File: src/rtl/lit_base8_pkg.sv
// Shared definitions for the lit_base8 base-side literal driver:
// variable encoding, FSM state type and a small decode helper.
package lit_base8_pkg;

  // Width of one packed variable: {imp, val[1:0]}
  localparam int VAR_W = 3;

  // Two-bit value encodings
  localparam logic [1:0] VAL_FREE  = 2'b00;
  localparam logic [1:0] VAL_FALSE = 2'b01;
  localparam logic [1:0] VAL_TRUE  = 2'b10;
  localparam logic [1:0] VAL_BAD   = 2'b11;

  // Driver sequencing states
  typedef enum logic [2:0] {
    ST_IDLE,
    ST_DRIVE,
    ST_SETTLE,
    ST_COLLECT,
    ST_DONE
  } state_t;

  // True when a value carries a definite assignment (false or true)
  function automatic logic isAssigned(input logic [1:0] v);
    return (v == VAL_FALSE) || (v == VAL_TRUE);
  endfunction

endpackage

File: src/rtl/lit_base8_if.sv
// Bundle of signals between the base driver and the literal array.
// The base driver is the master; the literal array is the slave.
interface lit_base8_if
  import lit_base8_pkg::*;
#(
  parameter int NUM_LITS = 8
);

  logic                      wr_o;
  logic [NUM_LITS*VAR_W-1:0] var_value_frombase_o;
  logic                      imp_drv_o;
  logic [NUM_LITS*VAR_W-1:0] var_value_tobase_i;
  logic                      cclause_i;
  logic                      clausesat_i;

  modport master (
    output wr_o,
    output var_value_frombase_o,
    output imp_drv_o,
    input  var_value_tobase_i,
    input  cclause_i,
    input  clausesat_i
  );

  modport slave (
    input  wr_o,
    input  var_value_frombase_o,
    input  imp_drv_o,
    output var_value_tobase_i,
    output cclause_i,
    output clausesat_i
  );

endinterface

File: src/rtl/lit_base8_var_merge_slot.sv
// Combinational merge of one stored variable with the value the literal
// array returned for it. Produces the updated value plus implication and
// conflict flags for the driver to accumulate.
module var_merge_slot
  import lit_base8_pkg::*;
(
  input  logic [VAR_W-1:0] i_stored,
  input  logic [VAR_W-1:0] i_returned,
  output logic [VAR_W-1:0] o_value,
  output logic             o_imp,
  output logic             o_conflict
);

  logic [1:0] w_sVal;
  logic [1:0] w_rVal;
  // The array's own imp flag carries no meaning for the merge; only its value field does
  logic       w_unusedRetImp;

  assign w_sVal         = i_stored[1:0];
  assign w_rVal         = i_returned[1:0];
  assign w_unusedRetImp = i_returned[2];

  // Decide whether the returned value implies, conflicts or is ignored
  always_comb begin
    o_value    = i_stored;
    o_imp      = 1'b0;
    o_conflict = 1'b0;
    if (w_rVal == VAL_BAD) begin
      o_conflict = 1'b1;
    end else if ((w_sVal == VAL_FREE) && isAssigned(w_rVal)) begin
      o_value = {1'b1, w_rVal};
      o_imp   = 1'b1;
    end else if (isAssigned(w_sVal) && isAssigned(w_rVal) && (w_sVal != w_rVal)) begin
      o_conflict = 1'b1;
    end
  end

endmodule

File: src/rtl/lit_base8.sv
// Base-side driver for an 8-literal clause bin. Captures a snapshot of the
// variables, writes it to the literal array, holds implication drive for a
// settle window, then merges the array's returned values and reports
// implication count, conflict and clause satisfaction.
module lit_base8
  import lit_base8_pkg::*;
#(
  parameter int NUM_LITS      = 8,
  parameter int SETTLE_CYCLES = 2
) (
  input  logic                             clk,
  input  logic                             rst,
  input  logic                             start_i,
  input  logic [NUM_LITS*VAR_W-1:0]        var_value_i,
  output logic                             busy_o,
  output logic                             done_o,
  output logic [NUM_LITS*VAR_W-1:0]        var_value_o,
  output logic [$clog2(NUM_LITS+1)-1:0]    imp_cnt_o,
  output logic                             conflict_o,
  output logic                             sat_o,
  lit_base8_if.master                      arr
);

  localparam int VEC_W  = NUM_LITS * VAR_W;
  localparam int CNT_W  = $clog2(NUM_LITS + 1);
  localparam int SCNT_W = (SETTLE_CYCLES > 1) ? $clog2(SETTLE_CYCLES) : 1;

  state_t              r_state;
  state_t              w_nextState;
  logic [SCNT_W-1:0]   r_settleCnt;
  logic                w_settleDone;
  logic [VEC_W-1:0]    r_vars;
  logic [VEC_W-1:0]    w_merged;
  logic [NUM_LITS-1:0] w_imp;
  logic [NUM_LITS-1:0] w_conf;
  logic [CNT_W-1:0]    w_impSum;
  logic [CNT_W-1:0]    r_impCnt;
  logic                r_conflict;
  logic                r_sat;
  logic                w_wr;
  logic                w_impDrv;
  logic                w_busy;
  logic                w_done;

  assign w_settleDone = (r_settleCnt == SCNT_W'(SETTLE_CYCLES - 1));

  // One merge slot per literal; literal 0 sits in the most significant field
  for (genvar i = 0; i < NUM_LITS; i++) begin : g_slot
    localparam int LO = VAR_W * (NUM_LITS - 1 - i);
    var_merge_slot u_slot (
      .i_stored   (r_vars[LO +: VAR_W]),
      .i_returned (arr.var_value_tobase_i[LO +: VAR_W]),
      .o_value    (w_merged[LO +: VAR_W]),
      .o_imp      (w_imp[i]),
      .o_conflict (w_conf[i])
    );
  end

  // Population count of the per-literal implication flags
  always_comb begin
    w_impSum = '0;
    for (int i = 0; i < NUM_LITS; i++) begin
      w_impSum = w_impSum + CNT_W'(w_imp[i]);
    end
  end

  // State register
  always_ff @(posedge clk or posedge rst) begin
    if (rst) r_state <= ST_IDLE;
    else     r_state <= w_nextState;
  end

  // Next-state decode and per-state strobes
  always_comb begin
    w_nextState = r_state;
    w_wr        = 1'b0;
    w_impDrv    = 1'b0;
    w_busy      = 1'b1;
    w_done      = 1'b0;
    case (r_state)
      ST_IDLE: begin
        w_busy = 1'b0;
        if (start_i) w_nextState = ST_DRIVE;
      end
      ST_DRIVE: begin
        w_wr        = 1'b1;
        w_nextState = ST_SETTLE;
      end
      ST_SETTLE: begin
        w_impDrv = 1'b1;
        if (w_settleDone) w_nextState = ST_COLLECT;
      end
      ST_COLLECT: w_nextState = ST_DONE;
      ST_DONE: begin
        w_done      = 1'b1;
        w_nextState = ST_IDLE;
      end
      default: w_nextState = ST_IDLE;
    endcase
  end

  // Settle window counter; rests at zero outside SETTLE
  always_ff @(posedge clk or posedge rst) begin
    if (rst)                       r_settleCnt <= '0;
    else if (r_state != ST_SETTLE) r_settleCnt <= '0;
    else if (w_settleDone)         r_settleCnt <= '0;
    else                           r_settleCnt <= r_settleCnt + SCNT_W'(1);
  end

  // Snapshot capture on accepted start, merged results on COLLECT exit
  always_ff @(posedge clk or posedge rst) begin
    if (rst) begin
      r_vars     <= '0;
      r_impCnt   <= '0;
      r_conflict <= 1'b0;
      r_sat      <= 1'b0;
    end else if ((r_state == ST_IDLE) && start_i) begin
      r_vars <= var_value_i;
    end else if (r_state == ST_COLLECT) begin
      r_vars     <= w_merged;
      r_impCnt   <= w_impSum;
      r_conflict <= (|w_conf) | arr.cclause_i;
      r_sat      <= arr.clausesat_i;
    end
  end

  assign busy_o                   = w_busy;
  assign done_o                   = w_done;
  assign var_value_o              = r_vars;
  assign imp_cnt_o                = r_impCnt;
  assign conflict_o               = r_conflict;
  assign sat_o                    = r_sat;
  assign arr.wr_o                 = w_wr;
  assign arr.imp_drv_o            = w_impDrv;
  assign arr.var_value_frombase_o = r_vars;

endmodule

File: src/flat_wrapper.sv
// flat-port wrapper written by rule: the top's interface ports become plain ports
module lit_base8_flat import lit_base8_pkg::*;
#(
  parameter int NUM_LITS      = 8,
  parameter int SETTLE_CYCLES = 2
)
  (clk, rst, start_i, var_value_i, busy_o, done_o, var_value_o, imp_cnt_o, conflict_o, sat_o, arr_wr_o, arr_var_value_frombase_o, arr_imp_drv_o, arr_var_value_tobase_i, arr_cclause_i, arr_clausesat_i);
  lit_base8_if #(.NUM_LITS(NUM_LITS)) arr_i ();
  input  logic clk;
  input  logic rst;
  input  logic start_i;
  input  logic [NUM_LITS*VAR_W-1:0] var_value_i;
  output logic busy_o;
  output logic done_o;
  output logic [NUM_LITS*VAR_W-1:0] var_value_o;
  output logic [$clog2(NUM_LITS+1)-1:0] imp_cnt_o;
  output logic conflict_o;
  output logic sat_o;
  output wire logic [$bits(arr_i.wr_o)-1:0] arr_wr_o;
  output wire logic [$bits(arr_i.var_value_frombase_o)-1:0] arr_var_value_frombase_o;
  output wire logic [$bits(arr_i.imp_drv_o)-1:0] arr_imp_drv_o;
  input wire logic [$bits(arr_i.var_value_tobase_i)-1:0] arr_var_value_tobase_i;
  input wire logic [$bits(arr_i.cclause_i)-1:0] arr_cclause_i;
  input wire logic [$bits(arr_i.clausesat_i)-1:0] arr_clausesat_i;
  assign arr_wr_o = arr_i.wr_o;
  assign arr_var_value_frombase_o = arr_i.var_value_frombase_o;
  assign arr_imp_drv_o = arr_i.imp_drv_o;
  assign arr_i.var_value_tobase_i = arr_var_value_tobase_i;
  assign arr_i.cclause_i = arr_cclause_i;
  assign arr_i.clausesat_i = arr_clausesat_i;
  lit_base8 #(.NUM_LITS(NUM_LITS), .SETTLE_CYCLES(SETTLE_CYCLES)) u_core (.clk(clk), .rst(rst), .start_i(start_i), .var_value_i(var_value_i), .busy_o(busy_o), .done_o(done_o), .var_value_o(var_value_o), .imp_cnt_o(imp_cnt_o), .conflict_o(conflict_o), .sat_o(sat_o), .arr(arr_i));
endmodule
File: config.mk
export PLATFORM = sky130hd
export DESIGN_NAME = lit_base8_flat
export DESIGN_NICKNAME = d
export VERILOG_FILES = /design/src/rtl/lit_base8_pkg.sv /design/src/rtl/lit_base8_if.sv /design/src/rtl/lit_base8_var_merge_slot.sv /design/src/rtl/lit_base8.sv /design/src/flat_wrapper.sv
export SDC_FILE = /design/constraint.sdc
export NUM_CORES = 1
export LEC_CHECK = 0
export ABC_AREA = 1
export BUFFER_PORTS_ARGS = -buffer_cell sky130_fd_sc_hd__buf_2
export CAP_MARGIN = 0
export CELL_PAD_IN_SITES_DETAIL_PLACEMENT = 0
export CELL_PAD_IN_SITES_GLOBAL_PLACEMENT = 2
export CORE_UTILIZATION = 25
export DETAILED_ROUTE_END_ITERATION = 8
export PLACE_DENSITY_LB_ADDON = 0.1
export SLEW_MARGIN = 25
export SYNTH_ARGS = -nofsm -noshare
export SYNTH_HDL_FRONTEND = slang
export SYNTH_SLANG_ARGS = --single-unit
File: constraint.sdc
create_clock -name clk -period 4.5 [get_ports clk]
set_input_delay 0.225 -clock clk [delete_from_list [all_inputs] [get_ports clk]]
set_output_delay 0.225 -clock clk [all_outputs]
set_load 0.02 [all_outputs]
Word level (Yosys, flattened, before mapping)
Index checks and enable logic that the tools add are counted.
- flip-flop bits (word level): 34
- input port bits: 53
- word-level logic and storage cells: 223
- eq/ne operators: 63
- add/sub/neg operators: 8
- multiplexer cells: 67
- reduce and logical (&&, ||, !) cells: 70
- bitwise logic cells: 2
- operators with widths (cell ; count):
    3-bit 2-to-1 mux ; 18
    2-bit equality test (second input constant) ; 24
    24-bit 2-to-1 mux ; 2
    1-bit 2-to-1 mux ; 46
    2-bit by 1-bit equality test with 1-bit output (second input constant) ; 16
    1-bit logical AND ; 25
    4-bit by 1-bit adder with 4-bit output ; 6
    3-bit AND reduction ; 8
    2-bit by 1-bit != test with 1-bit output (second input constant) ; 9
    2-bit nonzero test ; 9
    2-bit zero test ; 8
    1-bit logical OR ; 16
    2-bit != test ; 8
    3-bit case mux with 4 select lines ; 1
    8-bit OR reduction ; 1
    3-bit by 2-bit equality test with 1-bit output (second input constant) ; 2
    2-bit AND reduction ; 2
    3-bit by 1-bit equality test with 1-bit output (second input constant) ; 1
    3-bit equality test (second input constant) ; 1
    3-bit zero test ; 1
    3-bit by 2-bit != test with 1-bit output (second input constant) ; 1
    1-bit by 1-bit adder with 2-bit output ; 1
    2-bit != test (second input constant) ; 1
    1-bit adder (second input constant) ; 1
    2 further kinds ; 2

Logic depth before layout (Yosys ltp)
- depth in word-level cells: 12
- gate-level depth with buffers: 13
- gate-level depth less buffers: 13

Cells and area by module
A second synthesis with hierarchy kept.
- cell total of the unflattened synthesis: 514
- area total of the unflattened synthesis: 3457.1 um2
- modules (own cells, without submodules) (module ; area an instance (um2) ; cells each ; times used ; sequential area each (um2)):
    lit_base8 ; 2468.6 ; 314 ; 1 ; 850.8
    var_merge_slot at u_core.g_slot[0].u_slot ... ; 122.6 ; 25 ; 5 ; 0.0
    var_merge_slot at u_core.g_slot[5].u_slot ... ; 125.1 ; 25 ; 3 ; 0.0

Least setup slack after synthesis
No wires, ideal clock.
- path kind: flip-flop to flip-flop
- start: register u_core.r_vars[18] (netlist: u_core.arr.var_value_frombase_o[18])
- end: register u_core.r_impCnt[2] (netlist: u_core.imp_cnt_o[2])
- clock period less this slack: 3387 ps
- cell stages (with the launch flop): 13
- data arrival time: 3305 ps
- slack: 1113 ps
- setup time: 83 ps
- cell sequence: dfrtp_1 -> inv_1 -> ha_1 -> nand2_1 -> nor2_1 -> ha_1 -> inv_1 -> fa_1 -> fa_1 -> fa_1 -> fa_1 -> xor2_1 -> o21ai_0
- longest elaborated chain between the ends: 11
- ends and longest elaborated chain (what ; line ; text):
    from (decl) ; lit_base8.sv:32 ; logic [VEC_W-1:0] r_vars;
    from (signal assigned) ; lit_base8.sv:118 ; r_vars <= var_value_i;
    from (signal assigned) ; lit_base8.sv:120 ; r_vars <= w_merged;
    2-bit zero test ; lit_base8_var_merge_slot.sv:30 ; end else if ((w_sVal == VAL_FREE) && isAssigned(w_rVal)) begin
    1-bit logical AND ; lit_base8_var_merge_slot.sv:30 ;
    1-bit 2-to-1 mux ; lit_base8_var_merge_slot.sv:30 ;
    1-bit 2-to-1 mux ; lit_base8_var_merge_slot.sv:28 ; if (w_rVal == VAL_BAD) begin
    1-bit by 1-bit adder with 2-bit output ; lit_base8.sv:63 ; w_impSum = w_impSum + CNT_W'(w_imp[i]);
    4-bit by 1-bit adder with 4-bit output (6 in series) ; lit_base8.sv:63 ;
    to (signal assigned) ; lit_base8.sv:121 ; r_impCnt <= w_impSum;
    to (decl) ; lit_base8.sv:37 ; logic [CNT_W-1:0] r_impCnt;
Every way passes these cells.
A chain may end at the register's enable or synchronous reset.

Worst setup path in the final report
- start: register u_core.r_vars[22] (netlist: u_core.arr.var_value_frombase_o[22])
- end: register u_core.r_impCnt[2] (netlist: u_core.imp_cnt_o[2])
Same word-level chain as after synthesis.

==> impl_metrics.csv <==
group,metric,value,unit
synthesis,yosysTopAreaCell,"dfrtp_1",
synthesis,synthTopCellsByCount,"nand2_1 (99), inv_1 (44), dfrtp_1 (34)",
cells_and_area,final_util,31.74,%
synthesis,synth_xor_xnor_area_share,0.6893,%
grt,gr-usage-met2,20.82,%
floorplan,dieArea,10570,um^2
floorplan,die_w,102.8,um
grt,grt_pass1_vias,2079,
timing,finalSetupViolations,0,
cts,clk_latency,0.29,ns
placed_design,hpwlAfterDp,5.034,mm
synthesis,syn-instance-count,332,
grt,grt_max_degree,38,
timing,max_freq,291.3,MHz
cts,cts_hold_buf,0,
cts,cts_tree,"built",
cells_and_area,fin_nets,490,
worst_hold_path,worst_hold_path_type,"in2async",
synthesis,synth_top_family_by_area,"simple AND/OR/NAND/NOR gates",
timing,hold_viol_final,0,
cells_and_area,stdcell_count,548,
cts,cts_max_level,2,
placed_design,gp_congestion,0.7262,
grt,grt.overflow.total,0,
setup_path,rrSetupSlack,1.07,ns
timing,rsz0062_at_grt,"false",
floorplan,num_rows,36,
setup_path,crit_path_start_kind,"register",
synthesis,synthAdderAreaFrac,12.51,%
grt,use_met3,2.576,%
route,dr.first_iter.drc_count,48,
setup_path,critPathLaunch,"u_core.arr.var_value_frombase_o[22]",
grt,grt_antenna_before_repair,0,
cts,cts-resized-gates,0,
route,viasPerCell,4.221,
cells_and_area,syn2layout_area_growth,22.65,%
grt,busiest_layer,"met2",
cts,numCtsBuffers,5,
placed_design,dp_slack,1.007,ns
setup_path,crit_required,4.70,ns
timing,relSlewSlack,68.78,%
setup_path,cp-end-kind,"register",
cts,post-cts-setup-buffers,0,
floorplan,die_h,102.8,um
timing,holdWs,0.02830,ns
synthesis,yosysWarnings,0,
route,wire_per_inst,11.71,um
power_and_ir_drop,power_density,692.7,nW/um^2
setup_path,crit_fanout,4,
route,drc,0,
synthesis,yosys.cell_count.top_type,"nand2_1",
grt,grt_pass1_wl,10.16,mm
cts,cts-root-buf,"clkbuf_8",
setup_path,regToRegEndpoint,"u_core.imp_cnt_o[2]",
synthesis,yosys-top-cells-area,"dfrtp_1 (33%), nand2_1 (15%), ha_1 (9.4%), buf_4 (7.1%), inv_1 (6.5%)",
route,ant_nets,0,
route,dr.pass1.iters,4,
floorplan,core_region_area,9819,um^2
cts,clk_pin_slew,0.08,ns
cells_and_area,drive_above_1_share,30.36,%
setup_path,cp.arrival,3.63,ns
route,vias,2313,
route,drt-total-wl,6.415,mm
run_status,outcome,"completed",
placed_design,place_inst,540,
timing,clock_skew,0.009005,ns
synthesis,synth_compound_area_share,13.20,%
synthesis,synth_area,2541,um^2
timing,worst_slew_pin_slew,0.4684,ns
synthesis,async_flop_share,100.0,%
cts,cts.sinks,34,
timing,fin_crit_sh,76.28,%
floorplan,num_io_pins,111,
setup_path,r2r-start,"u_core.arr.var_value_frombase_o[22]",
synthesis,synth.avg_cell_area,7.654,um^2
setup_path,reg2regPathDepth,12,
grt,groute.usage.overall,12.71,%
power_and_ir_drop,ir_drop,0.2529,mV
grt,use_met1,17.06,%
setup_path,critPathKind,"reg2reg",
synthesis,ys_seq_area_share,33.48,%
floorplan,start_util,25.88,%
timing,min_period,3.433,ns
cells_and_area,diodes,0,
synthesis,ys_ff_latch,34,
synthesis,synth.area.mux_share,0,%
power_and_ir_drop,power_leakage,0.001727,uW
job,max_cap_violations,0,
synthesis,synthSimpleGateAreaFrac,24.18,%
timing,fin_ws,1.067,ns
synthesis,yosysTopAreaCellShare,33.48,%
timing,slew_violations,0,
synthesis,synth_edf_count,0,
placed_design,portBuffers,102,
cts,clk_path_buf_depth,2,
synthesis,yosysUniqueCellTypes,30,
synthesis,synth_nets,408,
timing,fin_setup_tns,0,ns
synthesis,synth_ff_type,"dfrtp_1",
-- through the flow --
stage                     total power, uW  cell area, um^2
after floorplan                      1649             2541
after global placement               1916             3007
after detailed placement             1917             3007
after CTS                            2212             3117
after global routing                 2402             3117
final                                2159             3117
-- worst max-delay path, stage by stage, from the launching register on --
cell and delay, ns:
dfrtp_1 0.41, inv_1 0.11, ha_1 0.17, nand2_1 0.05
nor2_1 0.16, ha_1 0.26, inv_1 0.08, fa_1 0.42
fa_1 0.52, fa_1 0.48, fa_1 0.39, xor2_1 0.16
o21ai_0 0.14
-- worst max path at each step --
stage                           to  slack, ns  cells past startpoint
2_1_floorplan  u_core.imp_cnt_o[2]       1.11                     12
3_3_place_gp   u_core.imp_cnt_o[2]       1.06                     12
3_5_place_dp   u_core.imp_cnt_o[2]       1.01                     12
4_1_cts        u_core.imp_cnt_o[2]       0.98                     12
5_1_grt        u_core.imp_cnt_o[2]       0.79                     12
6_report       u_core.imp_cnt_o[2]       1.07                     12
-- cell families (layout without fill, tap and decap cells) --
group / count (synthesis) / after routing
AO/OA/AOI/OAI: 54 / 54
XOR/XNOR: 2 / 2
adder cells (fa/ha/maj): 23 / 23
buffers and inverters: 77 / 160
flip-flops: 34 / 34
AND/OR/NAND/NOR: 142 / 142
-- where the power goes --
group          internal [uW]  switching [uW]  total (uW)
sequential               449             113         562
combinational            461             860        1320
clock                    155             121         276
-- layout by cell type, fill, tap and decap left out --
master / Yosys / layout
xor2_1: 1 / 1
nor2_8: 1 / 1
inv_1: 44 / 43
o211ai_1: 2 / 2
o211ai_2: 2 / 2
nor2_1: 20 / 20
o21ai_1: 22 / 22
buf_2: 1 / 102
clkbuf_8: 0 / 8
nor3_1: 2 / 2
nand3_1: 6 / 6
xnor2_1: 1 / 1
or2_1: 4 / 4
nand3_2: 1 / 1
a21oi_1: 3 / 3
buf_4: 24 / 1
or2_2: 3 / 3
inv_2: 4 / 4
and3_1: 1 / 1
inv_4: 1 / 1
o21ai_2: 2 / 2
o22a_1: 8 / 8
nand3_4: 1 / 1
o21ai_0: 13 / 13
ha_1: 19 / 19
dfrtp_1: 34 / 34
nand3b_1: 4 / 4
clkinv_1: 0 / 1
o221ai_1: 2 / 2
nand2_1: 99 / 99
fa_1: 4 / 4
-- flip-flops by register name, indices dropped and copies added, names as in the netlist --
| name | cells |
|---|---|
| u_core.conflict_o | 1 |
| u_core.imp_cnt_o | 4 |
| u_core.arr.var_value_frombase_o | 24 |
| u_core.r_state | 3 |
| u_core.r_settleCnt | 1 |
| u_core.sat_o | 1 |
-- metal layers --
metal	vias up	share of wire, %
li1	1196	-
met1	1045	48
met2	66	46
met3	6	5.0
met4	0	1.0
met5	-	0
-- area by class of cell --
type	instances	area (um^2)
multi-input combinational	221	1285
timing repair buffer	103	518.0
tap	133	166.4
inverter	49	186.4
fill	1144	6703
sequential	34	850.8
clock buffer	8	110.1
No activity file was read; power rests on OpenSTA's default activity.
